--- src/rtl/instr_issue_if.sv ---
// Bus bundle for instr_issue: instruction intake, processor pins and result return.
// Handshakes: a transfer happens on a posedge where valid and ready are both 1; valid never waits on ready.
interface instr_issue_if;
    logic        in_valid;
    logic        in_ready;
    logic [33:0] in_word;
    logic [2:0]  instr;
    logic [4:0]  read1;
    logic [4:0]  read2;
    logic [4:0]  write;
    logic [15:0] writed;
    logic        done;
    logic [15:0] readd1;
    logic [15:0] readd2;
    logic        res_valid;
    logic        res_ready;
    logic [2:0]  res_op;
    logic [15:0] res_d1;
    logic [15:0] res_d2;
    logic        res_err;
    logic        busy;

    modport slave (
        input  in_valid, in_word, done, readd1, readd2, res_ready,
        output in_ready, instr, read1, read2, write, writed,
        output res_valid, res_op, res_d1, res_d2, res_err, busy
    );

    modport master (
        output in_valid, in_word, done, readd1, readd2, res_ready,
        input  in_ready, instr, read1, read2, write, writed,
        input  res_valid, res_op, res_d1, res_d2, res_err, busy
    );
endinterface

--- src/rtl/instr_issue.sv ---
// Issue stage: instruction FIFO feeding a 4-state issue/wait/retire FSM toward the processor.
// Define INSTR_ISSUE_PERF_EN to add the perf_retired / perf_stall counters.
module instr_issue #(
    parameter int DEPTH   = 8,
    parameter int TIMEOUT = 64
) (
    input  logic          clk,
    input  logic          rst_n,
    instr_issue_if.slave  bus,
    output logic [1:0]    dbg_state_o
`ifdef INSTR_ISSUE_PERF_EN
    ,
    output logic [15:0]   perf_retired,
    output logic [15:0]   perf_stall
`endif
);
    localparam int AW = $clog2(DEPTH);
    localparam int CW = $clog2(TIMEOUT);
    localparam logic [CW-1:0] WAIT_LAST = CW'(TIMEOUT - 1);
    localparam logic [AW:0]   CNT_FULL  = (AW + 1)'(DEPTH);

    typedef enum logic [1:0] {
        S_IDLE   = 2'd0,
        S_ISSUE  = 2'd1,
        S_WAIT   = 2'd2,
        S_RETIRE = 2'd3
    } state_e;

    state_e        state_q;
    logic [2:0]    instr_q;
    logic [4:0]    read1_q, read2_q, write_q;
    logic [15:0]   writed_q;
    logic          res_valid_q, res_err_q;
    logic [2:0]    res_op_q;
    logic [15:0]   res_d1_q, res_d2_q;
    logic [CW-1:0] wait_cnt_q;

    logic [33:0]   mem_q [DEPTH];
    logic [AW-1:0] wr_ptr_q, wr_ptr_d, rd_ptr_q, rd_ptr_d;
    logic [AW:0]   count_q, count_d;
    logic          push, pop;
    logic [33:0]   head;

    assign bus.in_ready = (count_q < CNT_FULL);
    assign push = bus.in_valid && bus.in_ready;
    assign pop  = (state_q == S_IDLE) && (count_q != '0);
    assign head = mem_q[rd_ptr_q];

    always_comb begin
        wr_ptr_d = wr_ptr_q;
        rd_ptr_d = rd_ptr_q;
        count_d  = count_q;
        if (push) wr_ptr_d = wr_ptr_q + AW'(1);
        if (pop)  rd_ptr_d = rd_ptr_q + AW'(1);
        if (push && !pop)      count_d = count_q + (AW + 1)'(1);
        else if (pop && !push) count_d = count_q - (AW + 1)'(1);
    end

    always_ff @(posedge clk or negedge rst_n) begin
        if (!rst_n) begin
            wr_ptr_q <= '0;
            rd_ptr_q <= '0;
            count_q  <= '0;
        end else begin
            wr_ptr_q <= wr_ptr_d;
            rd_ptr_q <= rd_ptr_d;
            count_q  <= count_d;
        end
    end

    // Storage needs no reset: the pointers and count define which entries are live.
    always_ff @(posedge clk) begin
        if (push) mem_q[wr_ptr_q] <= bus.in_word;
    end

    always_ff @(posedge clk or negedge rst_n) begin
        if (!rst_n) begin
            state_q     <= S_IDLE;
            instr_q     <= 3'd1;
            read1_q     <= '0;
            read2_q     <= '0;
            write_q     <= '0;
            writed_q    <= '0;
            res_valid_q <= 1'b0;
            res_err_q   <= 1'b0;
            res_op_q    <= '0;
            res_d1_q    <= '0;
            res_d2_q    <= '0;
            wait_cnt_q  <= '0;
        end else begin
            case (state_q)
                S_IDLE: begin
                    if (count_q != '0) begin
                        instr_q  <= head[33:31];
                        read1_q  <= head[30:26];
                        read2_q  <= head[25:21];
                        write_q  <= head[20:16];
                        writed_q <= head[15:0];
                        state_q  <= S_ISSUE;
                    end else begin
                        instr_q  <= 3'd1;
                        read1_q  <= '0;
                        read2_q  <= '0;
                        write_q  <= '0;
                        writed_q <= '0;
                    end
                end
                S_ISSUE: begin
                    wait_cnt_q <= '0;
                    state_q    <= S_WAIT;
                end
                S_WAIT: begin
                    // A done arriving on the last allowed cycle still wins over the timeout.
                    if (bus.done || (wait_cnt_q == WAIT_LAST)) begin
                        res_valid_q <= 1'b1;
                        res_op_q    <= instr_q;
                        res_err_q   <= !bus.done;
                        res_d1_q    <= bus.done ? bus.readd1 : 16'd0;
                        res_d2_q    <= bus.done ? bus.readd2 : 16'd0;
                        instr_q     <= 3'd1;
                        read1_q     <= '0;
                        read2_q     <= '0;
                        write_q     <= '0;
                        writed_q    <= '0;
                        state_q     <= S_RETIRE;
                    end else begin
                        wait_cnt_q <= wait_cnt_q + CW'(1);
                    end
                end
                S_RETIRE: begin
                    if (bus.res_ready) begin
                        res_valid_q <= 1'b0;
                        state_q     <= S_IDLE;
                    end
                end
                default: state_q <= S_IDLE;
            endcase
        end
    end

    assign bus.instr     = instr_q;
    assign bus.read1     = read1_q;
    assign bus.read2     = read2_q;
    assign bus.write     = write_q;
    assign bus.writed    = writed_q;
    assign bus.res_valid = res_valid_q;
    assign bus.res_op    = res_op_q;
    assign bus.res_d1    = res_d1_q;
    assign bus.res_d2    = res_d2_q;
    assign bus.res_err   = res_err_q;
    assign bus.busy      = (state_q != S_IDLE) || (count_q != '0);
    assign dbg_state_o   = state_q;

`ifdef INSTR_ISSUE_PERF_EN
    logic [15:0] perf_retired_q, perf_stall_q;

    always_ff @(posedge clk or negedge rst_n) begin
        if (!rst_n) begin
            perf_retired_q <= '0;
            perf_stall_q   <= '0;
        end else begin
            if ((state_q == S_RETIRE) && bus.res_ready)
                perf_retired_q <= perf_retired_q + 16'd1;
            if ((state_q == S_WAIT) && (perf_stall_q != 16'hFFFF))
                perf_stall_q <= perf_stall_q + 16'd1;
        end
    end

    assign perf_retired = perf_retired_q;
    assign perf_stall   = perf_stall_q;
`endif
endmodule

--- src/flat_wrapper.sv ---
// flat-port wrapper written by rule: the top's interface ports become plain ports
module instr_issue_flat 
#(
    parameter int DEPTH   = 8,
    parameter int TIMEOUT = 64
)
  (clk, rst_n, dbg_state_o, bus_in_valid, bus_in_word, bus_done, bus_readd1, bus_readd2, bus_res_ready, bus_in_ready, bus_instr, bus_read1, bus_read2, bus_write, bus_writed, bus_res_valid, bus_res_op, bus_res_d1, bus_res_d2, bus_res_err, bus_busy);
  instr_issue_if bus_i ();
  input  logic clk;
  input  logic rst_n;
  output logic [1:0] dbg_state_o;
  input wire logic [$bits(bus_i.in_valid)-1:0] bus_in_valid;
  input wire logic [$bits(bus_i.in_word)-1:0] bus_in_word;
  input wire logic [$bits(bus_i.done)-1:0] bus_done;
  input wire logic [$bits(bus_i.readd1)-1:0] bus_readd1;
  input wire logic [$bits(bus_i.readd2)-1:0] bus_readd2;
  input wire logic [$bits(bus_i.res_ready)-1:0] bus_res_ready;
  output wire logic [$bits(bus_i.in_ready)-1:0] bus_in_ready;
  output wire logic [$bits(bus_i.instr)-1:0] bus_instr;
  output wire logic [$bits(bus_i.read1)-1:0] bus_read1;
  output wire logic [$bits(bus_i.read2)-1:0] bus_read2;
  output wire logic [$bits(bus_i.write)-1:0] bus_write;
  output wire logic [$bits(bus_i.writed)-1:0] bus_writed;
  output wire logic [$bits(bus_i.res_valid)-1:0] bus_res_valid;
  output wire logic [$bits(bus_i.res_op)-1:0] bus_res_op;
  output wire logic [$bits(bus_i.res_d1)-1:0] bus_res_d1;
  output wire logic [$bits(bus_i.res_d2)-1:0] bus_res_d2;
  output wire logic [$bits(bus_i.res_err)-1:0] bus_res_err;
  output wire logic [$bits(bus_i.busy)-1:0] bus_busy;
  assign bus_i.in_valid = bus_in_valid;
  assign bus_i.in_word = bus_in_word;
  assign bus_i.done = bus_done;
  assign bus_i.readd1 = bus_readd1;
  assign bus_i.readd2 = bus_readd2;
  assign bus_i.res_ready = bus_res_ready;
  assign bus_in_ready = bus_i.in_ready;
  assign bus_instr = bus_i.instr;
  assign bus_read1 = bus_i.read1;
  assign bus_read2 = bus_i.read2;
  assign bus_write = bus_i.write;
  assign bus_writed = bus_i.writed;
  assign bus_res_valid = bus_i.res_valid;
  assign bus_res_op = bus_i.res_op;
  assign bus_res_d1 = bus_i.res_d1;
  assign bus_res_d2 = bus_i.res_d2;
  assign bus_res_err = bus_i.res_err;
  assign bus_busy = bus_i.busy;
  instr_issue #(.DEPTH(DEPTH), .TIMEOUT(TIMEOUT)) u_core (.clk(clk), .rst_n(rst_n), .bus(bus_i), .dbg_state_o(dbg_state_o));
endmodule
--- config.mk ---
export PLATFORM = sky130hd
export DESIGN_NAME = instr_issue_flat
export DESIGN_NICKNAME = d
export VERILOG_FILES = /design/src/rtl/instr_issue_if.sv /design/src/rtl/instr_issue.sv /design/src/flat_wrapper.sv
export SDC_FILE = /design/constraint.sdc
export NUM_CORES = 1
export LEC_CHECK = 0
export ABC_AREA = 0
export ABC_CLOCK_PERIOD_IN_PS = 4200
export CAP_MARGIN = 25
export CORE_ASPECT_RATIO = 1.5
export CORE_MARGIN = 1.5
export CORE_UTILIZATION = 50
export DETAILED_ROUTE_END_ITERATION = 8
export PLACE_DENSITY = 0.78
export SETUP_SLACK_MARGIN = 0.02
export SLEW_MARGIN = 20
export SYNTH_ARGS = -nofsm -noshare
export SYNTH_HDL_FRONTEND = slang
export SYNTH_SLANG_ARGS = --single-unit
--- constraint.sdc ---
create_clock -name clk -period 4.2 [get_ports clk]
set_clock_uncertainty 0.15 [all_clocks]
set_input_delay 0.84 -clock clk [delete_from_list [all_inputs] [get_ports clk]]
set_output_delay 0.84 -clock clk [all_outputs]
set_load 0.005 [all_outputs]
* Yosys cells after proc, flatten, opt, wreduce, memory -nomap -nowiden *
Memory sizes are Yosys's and may differ from the RTL's.
Index checks and enable logic that the tools add are counted.

cells by class
  $mul = 0
  order comparisons = 1
  $add $sub $neg = 5
  reduce and logical (&&, ||, !) cells = 21
  divide/modulo/power cells = 0
  bitwise gates (word level) = 0
  equal/unequal tests = 8
  muxes and demuxes = 28
  shifts and indexed selects = 0

operators with widths
  cell                   number
  $mux W16               4
  $pmux W16 S2           1
  $pmux W5 S2            3
  $mux W5                4
  $pmux W6 S2            1
  $reduce_bool A2 Y1     5
  $mux W4                2
  $pmux W2 S4            1
  $add A3 B1 Y3 const B  2
  $add A6 B1 Y6 const B  1
  $eq A6 B6 Y1 const B   1
  $mux W2                3
  $mux W3                2
  $mux W6                1
  $ne A2 B2 Y1 const B   3
  $pmux W3 S2            1
  $reduce_and A2 Y1      3
  $reduce_and A3 Y1      2
  $add A4 B1 Y4 const B  1
  $eq A2 B2 Y1 const B   2
  $logic_and A1 B1 Y1    4
  $lt A4 B4 Y1 const B   1
  $mux W1                4
  $reduce_bool A4 Y1     1
  7 further kinds        10

storage, ports and cells
  word-level logic and storage cells = 79
  latch bits = 0
  memories kept = 1
  register bits = 89
  output and inout port bits = 75
  memory bits (writable) = 272
  input bits = 71
  bits in read-only memories = 0

memories
  memory        depth  width  read ports  clocked after Yosys merged registers in  write ports  line               text
  u_core.mem_q  8      34     1           0                                        1            instr_issue.sv:38  logic [33:0] mem_q [DEPTH];

* Depth between registers and ports, before layout *
Gate-level depths: netlist of the first run.

  depth after elaboration = 6
  depth in mapped cells = 11
  depth with buffers taken out = 11

* Least setup slack after synthesis of the first run *
OpenSTA, ideal clock, no wires.

  path kind = input to register
  start = in bus_in_valid
  end = mem u_core.mem_q[0][0] (enable)
  arrival = 3.643 ns
  path slack = -0.060 ns
  path buffers = 1
  data required time = 3.583 ns
  stages = 4
  cells stage by stage = nor2b_1 > clkbuf_1 > nand2b_1 > nor3_1

on the way
  cells in the longest elaborated chain, start to end = 3

ends and longest elaborated chain
  element                        line                text
  from (decl)                    flat_wrapper.sv:12  input wire logic [$bits(bus_i.in_valid)-1:0] bus_in_valid;
  $logic_and A1 B1 Y1            instr_issue.sv:45   assign push = bus.in_valid && bus.in_ready;
  named net u_core.push          instr_issue.sv:41   logic push, pop;
  $mux W1                        instr_issue.sv:73   if (push) mem_q[wr_ptr_q] <= bus.in_word;
  $mux W1 (not written as such)  instr_issue.sv:73
  to (decl)                      instr_issue.sv:38

The timed path passes the listed nets, and every way through them passes these cells.

* Final worst setup path of the first run *
  start = reg u_core.count_q[0]
  end = out bus_busy

on the way
  cells in the longest elaborated chain, start to end = 2

ends and longest elaborated chain
  element                 line                text
  from (decl)             instr_issue.sv:40   logic [AW:0] count_q, count_d;
  from (signal assigned)  instr_issue.sv:67   count_q <= count_d;
  $reduce_bool A4 Y1      instr_issue.sv:151  assign bus.busy = (state_q != S_IDLE) || (count_q != '0);
  $logic_or A1 B1 Y1      instr_issue.sv:151
  to (decl)               flat_wrapper.sv:29  output wire logic [$bits(bus_i.busy)-1:0] bus_busy;

No other way between the ends.

==> results.md, run 1 <==
- Outcome: finished clean
- Max VDD drop: 0.0005117 V
- Placed cell area: 15,720 um2
- Worst slew pin tran: 764.9 ps
- CP max FO: 5
- Fill cells: 1,859
- DR vias/cell: 5.864
- Hold crit path type: in2async
- PortBufs: 145
- CTS H-tree lvls: 2
- DRT Wirelength: 27,640 um
- GP Congestion: 0.7555
- Rows: 74
- DR top layer: met4
- CTS tree: yes
- Share of layout cells above drive strength 1: 19.16%
- Via count: 7,054
- Pins Over Slew Limit: 0
- DRC: 0
- DRT iter0 DRCs: 468
- Worst flop-to-flop path endpoint: u_core.count_q[3]
- Slowest stage cell, crit path: clkdlybuf4s50_1
- Initial antenna violation count: 0
- Final min period: 2946 ps
- First-pass GRT wire length: 43,140 um
- Slew Limit Headroom: 49.01%
- Cts bufs inserted: 35
- Share of the synthesized area in the top cell type: 59.29%
- Commonest non-fill, non-tap cell in the layout: edfxtp_1
- Synth warn: 0
- Die area: 28,580 um2
- Achievable Freq: 0.3394 GHz
- Layout area overhead: 22.84%
- Initial Utilization: 50.78%
- Final Instance Area: 16,920 um2
- Synth area leader: edfxtp_1
- Nets: 921
- CP Class: reg2out
- Dpl hpwl: 16,410 um
- Slowest cell delay on critical path: 460 ps
- Post-route ant nets: 0
- Leakage: 0.006044 uW
- Setup crit start kind: flip-flop
- Metal3 WL: 1631 um
- Syn nets: 756
- Clk_lat worst skew: 520 ps
- Unrepaired setup endpoints after global routing: false
- Arr. time, crit path: 1960 ps
- Pre-antenna DRT Iters: 5
- Setup_tns: 0 ps
- Gr ovfl total: 0
- Clock sinks: 361
- Post-Syn Area per Cell: 20.47 um2
- Detail Route met2 WL: 14,500 um
- Diodes inserted: 0
- Final Util: 62.38%
- Maximum Capacitance Violations: 0
- Fraction of registers with async set/reset: 24.65%
- Vert. Die Dim: 206.3 um
- R2r setup slk: 1310 ps
- Post-synth EDFFs: 272
- WP data required: 3210 ps
- Period utilisation layout: 70.15%
- Setup bufs post-CTS: 0
- Final setup violation count: 0
- Pin count of the biggest net entering global routing: 44
- Commonest non-fill, non-tap cells in the layout: edfxtp_1 (272), clkdlybuf4s50_1 (144), dfrtp_1 (86), mux4_2 (68), clkbuf_16 (37)
- Cts hold-fix bufs: 0
- Worst path cell trace: nor4_1, nand2_1, clkdlybuf4s50_1
- CTS max path bufs: 3
- Routed len/inst: 22.98 um
- Sequential area share after synthesis: 75.46%
- Core Region: 27,130 um2
- Total track usage: 19.99%
- Post-Syn Instances: 673
- Post-CTS Resized: 0
- Fin. Hold Viols: 0
- Top FF cell, synth: edfxtp_1
- Worst setup EP type: output pin
- Top cells by area, synth: edfxtp_1 (59%), dfrtp_1 (16%), mux4_2 (11%), a221o_1 (2.4%), a22o_1 (2.1%)
- Ports: 146
- Netlist cell types: 44
- PD cells: 683.0 nW/um2
- Mapped cell area: 13,780 um2
- #FFs+latches synth: 361
- Die Wd: 138.5 um
- Met1 Wirelength: 10,660 um
- CTS Root Cell: clkbuf_16
- Reg2Reg Depth: 11
- Clock edge transition at the registers on the reported setup and hold paths: 60 ps
- Reg2Reg Launch Point: u_core.dbg_state_o[0]
- Vias in the first global route: 7,553
## worst max-delay path: cells and delay by family (launching register included)
family / cells / cell delay (ps)
and+or+nand+nor: 2 / 540
DFF: 1 / 450
buffers and inverters: 1 / 460
## registers in the layout, summed over array words and instances (netlist names)
| name | cells |
|---|---|
| u_core.mem_q | 272 |
| u_core.bus.res_d1 | 16 |
| u_core.bus.res_d2 | 16 |
| u_core.bus.writed | 16 |
| u_core.wait_cnt_q | 6 |
| u_core.bus.read1 | 5 |
| u_core.bus.read2 | 5 |
| u_core.bus.write | 5 |
| u_core.count_q | 4 |
| u_core.bus.instr | 3 |
| u_core.bus.res_op | 3 |
| u_core.rd_ptr_q | 3 |
| u_core.wr_ptr_q | 3 |
| u_core.dbg_state_o | 2 |
| u_core.bus.res_err | 1 |
| u_core.bus.res_valid | 1 |
## kinds of logic after synthesis
family	share of synthesized area (%)
AND/OR/NAND/NOR	3.142
flip-flops	75.46
multiplexers	11.98
XOR/XNOR	0.3815
buffers and inverters	2.125
adder cells (fa/ha/maj)	1.144
AO/OA/AOI/OAI	5.767
## layer usage
layer  vias to the layer above  track usage, %
li1                       3098               -
met1                      3634           24.40
met2                       259           35.23
met3                        63           3.962
met4                         0           7.895
met5                         -               0
## power breakdown
group | total (uW) | switching [uW] | internal [uW] | leakage [uW]
logic | 3380 | 1530 | 1860 | 0.00188
clock network | 3180 | 1240 | 1940 | 0.000572
registers | 5000 | 469 | 4530 | 0.00359
## how the worst max path moves through the flow
stage,slack (ps),startpoint,end,cells past startpoint
5_1_grt,1060,u_core.count_q[0],bus_busy,3
6_report,1250,u_core.count_q[0],bus_busy,3
2_1_floorplan,850,bus_in_valid,u_core.mem_q[1][0],4
3_3_place_gp,930,bus_in_valid,u_core.count_q[3],9
3_5_place_dp,900,bus_in_valid,u_core.count_q[3],9
4_1_cts,1250,u_core.count_q[0],bus_busy,3
## cells in the mapped netlist, types with 2 or more instances
library cell and instances:
nand2_1 15, mux4_2 68, buf_12 4, dfrtp_1 88, mux2i_1 4, a221o_1 33, inv_1 9, and2_1 2
clkbuf_1 17, buf_2 14, ha_1 11, nand2b_1 6, edfxtp_1 272, and3_1 34, a22o_1 33, xor2_1 3
mux2_2 7, buf_6 4, nor3_1 5, xnor2_1 3, nor2_1 11, nor2b_1 2, o21ai_0 6, a21oi_1 2
## cell type report
class / count / area, um2 / area share (%)
clock buffers: 42 / 964.7 / 5.700
well taps: 342 / 427.9 / 2.528
inverters: 9 / 33.78 / 0.1996
repair buffers: 167 / 1717 / 10.14
flip-flops and latches: 361 / 10400 / 61.46
multi-input cells: 264 / 3164 / 18.70
clock inverters: 18 / 215.2 / 1.272
## through the flow
stage | cells | power [uW] | hold slack (ps) | setup slack [ps]
3_3_place_gp | 1141 | 8311 | 330.8 | 928.0
5_1_grt | 1203 | 12080 | 143.5 | 1061
3_5_place_dp | 1142 | 8424 | 338.9 | 903.0
4_1_cts | 1202 | 11630 | 120.2 | 1252
6_report | 1203 | 11560 | 122.2 | 1254
2_1_floorplan | 673 | 7091 | 307.4 | 849.6
Note: power is estimated with default switching activity, not from simulation.
==> run 2: changes to the inputs <==
Settings changed: ABC_CLOCK_PERIOD_IN_PS 4200 to 2600, PLACE_DENSITY 0.78 to 0.81.
Clock period 4.2 ns to 2.6 ns, I/O delays scaled along.
==> run 2 against run 1 <==
  * Sequential share of layout area shrank 1.5 points
  * Via count is 4.3% higher
  * Wire length up 6.9%
  * Worst setup slack worse by 1100 ps
  * Total power up 67%
  * Largest cell class unchanged
  * Largest power group unchanged
==> results.md, run 2 (synthesis gave the netlist of run 1 again) <==
- Final Instance Area: 17,340 um2
- Vert. Die Dim: 206.3 um
- Hold crit path type: reg2reg
- CTS tree: yes
- Maximum Capacitance Violations: 0
- DRT Wirelength: 29,560 um
- Dpl hpwl: 17,600 um
- # placed instances: 1,169
- Slew Limit Headroom: 62.68%
- Post-Layout Cell Count: 1,238
- Initial Utilization: 50.78%
- Nets: 952
- Share of layout cells above drive strength 1: 23.02%
- Rows: 74
- Cts bufs inserted: 34
- Hold path depth: 1
- Max reg flops: 272
- Max VDD drop: 0.0008305 V
- Reg2Reg Depth: 8
- Final min period: 2477 ps
- Setup crit start kind: flip-flop
- CTS H-tree lvls: 2
- DRT iter0 DRCs: 563
- Worst slew pin tran: 559.8 ps
- Placed cell area: 16,070 um2
- Pre-CTS worst setup slack: -212.9 ps
- Sequential power share: 40.9%
- Min-delay src: u_core.bus.res_op[0]
- CP Class: reg2reg
- Post-route worst setup slack: 123.2 ps
- Gr ovfl total: 0
- Hold Path Sink: u_core.bus.res_op[0]
- Achievable Freq: 0.4038 GHz
- Period utilisation layout: 95.26%
- R2r setup slk: 120 ps
- Clock sinks: 361
- Worst setup EP type: flip-flop
- Largest Register: u_core.mem_q
- Final Util: 63.92%
- Via count: 7,356
- Unrepaired setup endpoints after global routing: false
- DR vias/cell: 5.942
- PD cells: 1112 nW/um2
- Slowest cell delay on critical path: 440 ps
- CP max FO: 5
- Routed len/inst: 23.88 um
- Commonest non-fill, non-tap cells in the layout: edfxtp_1 (272), clkdlybuf4s50_1 (143), dfrtp_1 (84), mux4_2 (68), clkbuf_16 (37)
- Initial antenna violation count: 1
- Sw frac: 28.66%
- Clk_lat worst skew: 530 ps
- Leakage: 0.006241 uW
- Outcome: finished clean
- Fin. Hold Viols: 0
- Core Region: 27,130 um2
- GP Congestion: 0.7421
- Sw power: 5525 uW
- First-pass GRT wire length: 44,990 um
- Pins Over Slew Limit: 0
- Vias in the first global route: 7,773
- Pre-antenna DRT Iters: 5
- WP data required: 2850 ps
- Post-route ant nets: 0
- Final setup violation count: 0
- Clock share of power: 27.0%
- Slowest stage cell, crit path: o41a_1
- Reg2Reg Launch Point: u_core.count_q[1]
- Die area: 28,580 um2
- Total Power: 19,280 uW
- Die Wd: 138.5 um
- Layout area overhead: 25.87%
- Pin count of the biggest net entering global routing: 54
- PortBufs: 145
- Worst flop-to-flop path endpoint: u_core.count_q[3]
- DRC: 0
- Comb power frac: 32.1%
- P_int: 13,750 uW
- Clock edge transition at the registers on the reported setup and hold paths: 70 ps
- Arr. time, crit path: 2730 ps
- Total track usage: 20.99%
- Commonest non-fill, non-tap cell in the layout: edfxtp_1
- CP bufs+invs: 2
- CTS max path bufs: 3
- CTS Root Cell: clkbuf_16
- Ports: 146
- Worst path cell trace: o41a_1, inv_1, ha_1, inv_1, ha_1, a21o_1, a2111oi_2, o31ai_1
- CP top delay family: compound AO/OA/AOI/OAI gates
run 2: cell types whose count changed in the layout (fill, tap and decap cells not counted), moves of 2 or more:
cell        before  now
buf_4           15   35
clkinv_1         7    2
clkinvlp_4       2    4
buf_12           6   19
dfrtp_1         86   84
inv_8            0    2
clkbuf_1         3    6
dfrtp_2          1    3
run 2: cell type report:
cell class                      count  area, um2
Antenna cell                        1      2.502
Sequential cell                   361      10400
Tap cell                          342      427.9
Clock buffer                       46      989.7
Multi-Input combinational cell    264       3189
Inverter                            9      33.78
Fill cell                        1837       9788
Clock inverter                     16      200.2
Timing Repair Buffer              199       2093
run 2: power by group through the flow:
stage / sequential, uW / clock [uW] / combinational [uW]
2_1_floorplan: 7860 / 0 / 3590
3_3_place_gp: 7910 / 0 / 5930
3_5_place_dp: 7960 / 0 / 6100
4_1_cts: 7880 / 5290 / 6190
5_1_grt: 7970 / 5510 / 6650
6_report: 7880 / 5210 / 6190
run 2: worst max-delay path by stage:
stage,start,to,slack [ps],cells after the start
after floorplan,bus_in_valid,u_core.mem_q[1][0],-430,4
after global placement,bus_in_valid,u_core.count_q[3],-130,8
after detailed placement,bus_in_valid,u_core.count_q[3],-210,8
after CTS,u_core.count_q[1],u_core.count_q[3],20,8
after global routing,u_core.count_q[1],u_core.count_q[3],20,8
final,u_core.count_q[1],u_core.count_q[3],120,8
run 2: through the flow:
step | hold slack, ps | setup TNS, ps
2_1_floorplan | 74.41 | -107600
6_report | 354.5 | 0
3_5_place_dp | 338.3 | -1822
5_1_grt | 371.5 | 0
4_1_cts | 350.3 | 0
3_3_place_gp | 332.4 | -1191
run 2: timing repair:
item / CTS / global route
setup endpoints to repair: 1 / 1
hold buffers: 1 / 0
gates resized for setup: 3 / 6
hold endpoints to repair: 32 / 0
setup buffers: 1 / 4
pin swaps: 1 / 1
run 2: per-layer routing:
| metal | track usage (%) | wire, um |
|---|---|---|
| met1 | 25.43 | 10890 |
| met2 | 37.60 | 15970 |
| met3 | 3.499 | 1812 |
| met4 | 8.496 | 892 |
| met5 | 0 | 0 |
